[src/rtl/key_conditioner.sv]
// key_conditioner: synchronizes and debounces five raw keys, then derives menu short/long, gear and clean pulses.
module key_conditioner #(
    parameter int DEBOUNCE_CYCLES   = 1000000,
    parameter int LONG_PRESS_CYCLES = 300000000
) (
    input  logic       clk,
    input  logic       reset,
    input  logic       menu_btn,
    input  logic [2:0] speed_btn,
    input  logic       clean_btn,
    output logic       menu_short,
    output logic       menu_long,
    output logic [2:0] speed_sel,
    output logic       clean_pulse,
    output logic [4:0] keys_held
);
    localparam int DW = $clog2(DEBOUNCE_CYCLES + 1);
    localparam int HW = $clog2(LONG_PRESS_CYCLES + 1);
    localparam logic [DW-1:0] DEB_LAST  = DW'(DEBOUNCE_CYCLES - 1);
    localparam logic [HW-1:0] HOLD_LAST = HW'(LONG_PRESS_CYCLES - 1);
    localparam logic [HW-1:0] HOLD_MAX  = HW'(LONG_PRESS_CYCLES);

    typedef enum logic [1:0] {IDLE, HOLD, LONG} state_t;

    logic [4:0]         sync1_q, sync2_q, stable_q, stable_d, prev_q, rise;
    logic [4:0][DW-1:0] cnt_q, cnt_d;
    logic [2:0]         speed_rise, speed_sel_d, speed_sel_q;
    logic               clean_pulse_d, clean_pulse_q;
    logic               short_d, short_q, long_d, long_q;
    logic [HW-1:0]      hold_d, hold_q;
    state_t             state_d, state_q;

    always_comb begin
        stable_d = stable_q;
        for (int i = 0; i < 5; i++) begin
            cnt_d[i] = '0;
            if (sync2_q[i] != stable_q[i]) begin
                if (cnt_q[i] == DEB_LAST) stable_d[i] = sync2_q[i];
                else cnt_d[i] = cnt_q[i] + 1'b1;
            end
        end
    end

    // prev_q lags stable_q by one cycle so every pulse lands the edge after the stable change
    assign rise          = stable_q & ~prev_q;
    assign speed_rise    = rise[3:1];
    assign speed_sel_d   = ((speed_rise & (speed_rise - 3'd1)) == 3'd0) ? speed_rise : 3'd0;
    assign clean_pulse_d = rise[4];

    always_comb begin
        state_d = state_q;
        hold_d  = hold_q;
        short_d = 1'b0;
        long_d  = 1'b0;
        unique case (state_q)
            IDLE: if (stable_q[0]) begin
                hold_d  = HW'(1);
                long_d  = (LONG_PRESS_CYCLES <= 1);
                state_d = (LONG_PRESS_CYCLES <= 1) ? LONG : HOLD;
            end
            HOLD: if (!stable_q[0]) begin
                short_d = 1'b1;
                hold_d  = '0;
                state_d = IDLE;
            end else if (hold_q >= HOLD_LAST) begin
                long_d  = 1'b1;
                hold_d  = HOLD_MAX;
                state_d = LONG;
            end else begin
                hold_d  = hold_q + 1'b1;
            end
            LONG: if (!stable_q[0]) begin
                hold_d  = '0;
                state_d = IDLE;
            end
            default: begin
                hold_d  = '0;
                state_d = IDLE;
            end
        endcase
    end

    always_ff @(posedge clk or negedge reset) begin
        if (!reset) begin
            sync1_q       <= '0;
            sync2_q       <= '0;
            stable_q      <= '0;
            prev_q        <= '0;
            cnt_q         <= '0;
            speed_sel_q   <= '0;
            clean_pulse_q <= 1'b0;
            short_q       <= 1'b0;
            long_q        <= 1'b0;
            hold_q        <= '0;
            state_q       <= IDLE;
        end else begin
            sync1_q       <= {clean_btn, speed_btn, menu_btn};
            sync2_q       <= sync1_q;
            stable_q      <= stable_d;
            prev_q        <= stable_q;
            cnt_q         <= cnt_d;
            speed_sel_q   <= speed_sel_d;
            clean_pulse_q <= clean_pulse_d;
            short_q       <= short_d;
            long_q        <= long_d;
            hold_q        <= hold_d;
            state_q       <= state_d;
        end
    end

    assign keys_held   = stable_q;
    assign speed_sel   = speed_sel_q;
    assign clean_pulse = clean_pulse_q;
    assign menu_short  = short_q;
    assign menu_long   = long_q;
endmodule

[config.mk]
export PLATFORM = sky130hd
export DESIGN_NAME = key_conditioner
export DESIGN_NICKNAME = d
export VERILOG_FILES = /design/src/rtl/key_conditioner.sv
export SDC_FILE = /design/constraint.sdc
export NUM_CORES = 1
export LEC_CHECK = 0
export CAP_MARGIN = 20
export CELL_PAD_IN_SITES_DETAIL_PLACEMENT = 1
export CELL_PAD_IN_SITES_GLOBAL_PLACEMENT = 1
export CORE_MARGIN = 4
export CORE_UTILIZATION = 30
export DETAILED_ROUTE_END_ITERATION = 16
export DONT_BUFFER_PORTS = 1
export PLACE_DENSITY_LB_ADDON = 0.1
export SLEW_MARGIN = 15
export SYNTH_ARGS = -nofsm -noshare
export SYNTH_HDL_FRONTEND = slang
export SYNTH_SLANG_ARGS = --single-unit
[constraint.sdc]
create_clock -name clk -period 3.15 [get_ports clk]
set_input_delay 0.4725 -clock clk [delete_from_list [all_inputs] [get_ports clk]]
set_output_delay 0.4725 -clock clk [all_outputs]
set_load 0.005 [all_outputs]
==> out/metrics.yaml <==
core_sq_um: 24250
final_common_cell: "dfrtp_1"
ys_seq_area_frac: 0.5301
fin_crit_ps: 2671
fillerInstances: 2788
viasPerCell: 4.909
final_cell_mix: "156 x dfrtp_1, 140 x nor2_1, 56 x nand2_1, 53 x nand3_1"
grt_overflow: 0
drv_slew: 0
reg2reg_setup_slack_ps: 480
drtIter0Drc: 197
max_freq_ghz: 0.3743
crit_type: "reg2reg"
vias: 5415
area_growth_pct: 13.35
synthCells: 759
setup_viol: 0
max_slew_margin: 0.3418
place.gp.congestion: 0.7385
row_count: 57
p_leak_nw: 3.431
cts_root_buf: "clkbuf_16"
cp-end-kind: "flip-flop"
start_kind: "flip-flop"
grt_busiest_layer: "met2"
worstPathArrival_ps: 2980
vdd_drop_max_uv: 212.1
routedWlPerCell_um: 15.17
place_ws_ps: 465.2
ys_types: 49
io_pins: 18
outcome: "complete, but fails checks"
crit_fanout: 13
tns_ps: 0
synth_ff_type: "dfrtp_1"
initial_core_util: 0.3037
timing.final.crit_share: 0.8481
hold_ws_ps: -255.3
grt_pass1_wl_um: 29380
die_area_sq_um: 27120
drive_above_1_share: 0.06932
fin_worst_skew_ps: 13.81
cts_repair_resize_count: 0
rsz0062_at_grt: "false"
synth.avg_cell_area_sq_um: 9.703
htreeDepth: 4
dr.pass1.iters: 4
routed_wl_um: 16730
syn_area_sq_um: 7365
path_clk_slew_ps: 60
ys_warn_count: 0
multi_input_area_sq_um: 3278
async_flop_share: 1.000
fp.dieH_um: 164.7
antenna_left: 0
cts_buffers: 17
ff_latch_area_sq_um: 3904
ys_ff_latch: 156
clockBufferDepth: 2
final_nets: 779
die_w_um: 164.7
drc: 0
antenna_found_initial: 0
cp.required_ps: 3460
grt_pass1_vias: 5828
grt_max_degree: 157
met3_usage: 0.02595
grt.total_usage: 0.1333
antennaDiodeCount: 0
hold_viol: 156
tightest_slew_ps: 983.6
power_w: 0.004211
drv_cap: 0
io_buffers: 0
grt_use_met1: 0.1704
p_per_area_nw_per_um2: 504.4
clk_latency_ps: 430
cts_tree: "done"
synth_nets: 772
met2_usage: 0.2270
clock_sinks: 156
synth-edff-count: 0
postCtsSetupRepairBufs: 0
violations: "negative hold slack"
setup_slack_ps: 478.6
min_path_type: "in2async"
hpwlAfterDp_um: 11250
cell type report:
class	instances	share of cell area
multi-input combinational	557	0.3927
tap	324	0.04856
sequential	156	0.4676
clock buffer	18	0.05261
inverter	25	0.01124
clock inverter	14	0.01918
timing repair buffer	9	0.008094
routing by layer:
layer  part of all wire  routed length (um)
met1               0.46                7700
met2               0.51                8492
met3              0.020                 327
met4              0.013                 212
met5                  0                   0
sequential cells by signal, indices dropped and copies added, names as in the netlist, 2 cells and up:
signal and count:
cnt_q 100, hold_q 29, keys_held 5, sync1_q 5, sync2_q 5, prev_q 4, speed_sel 3, state_q 2
through the flow:
stage	area (sq um)	util	cells	hold slack, ps
after global routing	8348	0.3443	1103	-284.0
after floorplan	7365	-	759	176.9
after detailed placement	7749	0.3196	1071	183.8
after global placement	7749	0.3196	1071	184.5
after CTS	8348	0.3443	1103	-285.7
final	8348	0.3443	1103	-255.3
cells by family after synthesis:
kind of cell             Yosys count  share of synthesized area
AO/OA/AOI/OAI                     83                    0.07475
AND/OR/NAND/NOR                  369                     0.2407
XOR/XNOR                          94                     0.1118
adder cells (fa/ha/maj)            6                    0.01019
flip-flops                       156                     0.5301
buffers and inverters             46                    0.02480
multiplexers                       5                   0.007645
power breakdown:
group          leakage, nW  internal (W)   total, W  switching [W]
Sequential            2.14       0.00202    0.00204      0.0000198
Combinational        0.995     0.0000212  0.0000588      0.0000377
Clock                0.291       0.00121    0.00211       0.000900
critical path, stage by stage (launching register included):
cell	delay, ps
dfrtp_1	440
nor4_1	420
a211oi_1	170
a21o_1	220
nor2_1	760
nand2_1	270
o41ai_1	290
cells in the mapped netlist (all sizes together), types with 2 or more instances:
library cell / count / area share
dfrtp: 156 / 0.53
nor2: 140 / 0.071
nand2: 57 / 0.029
nand3: 53 / 0.036
xnor2: 47 / 0.056
xor2: 47 / 0.056
o21ai: 29 / 0.020
inv: 25 / 0.013
clkbuf: 18 / 0.0092
nand4: 18 / 0.015
nor3: 17 / 0.012
nor4: 17 / 0.014
a21oi: 13 / 0.0088
and3: 13 / 0.011
a31oi: 10 / 0.0085
or3: 9 / 0.0076
nand2b: 8 / 0.0068
a22o: 7 / 0.0083
and2: 7 / 0.0059
nor2b: 7 / 0.0059
ha: 6 / 0.010
mux2: 5 / 0.0076
and4: 4 / 0.0048
nand3b: 4 / 0.0041
nor4b: 4 / 0.0048
o31ai: 4 / 0.0041
a21o: 3 / 0.0031
a41oi: 3 / 0.0036
buf: 3 / 0.0029
nor3b: 3 / 0.0031
or2: 3 / 0.0025
or4: 3 / 0.0036
a211oi: 2 / 0.0020
o21a: 2 / 0.0020
o41ai: 2 / 0.0024
worst paths after layout:
kind | from | end | depth (start not counted)
worst max-delay path | hold_q[19] | hold_q[10] | 6
worst min-delay path | reset | cnt_q[36] | 0
worst max register to register | hold_q[19] | hold_q[10] | 6
worst min register to register | sync1_q[4] | sync2_q[4] | 0
max in group asynchronous | reset | cnt_q[85] | 0
min in group clk | speed_btn[2] | sync1_q[3] | 0
Note: power is estimated with default switching activity, not from simulation.
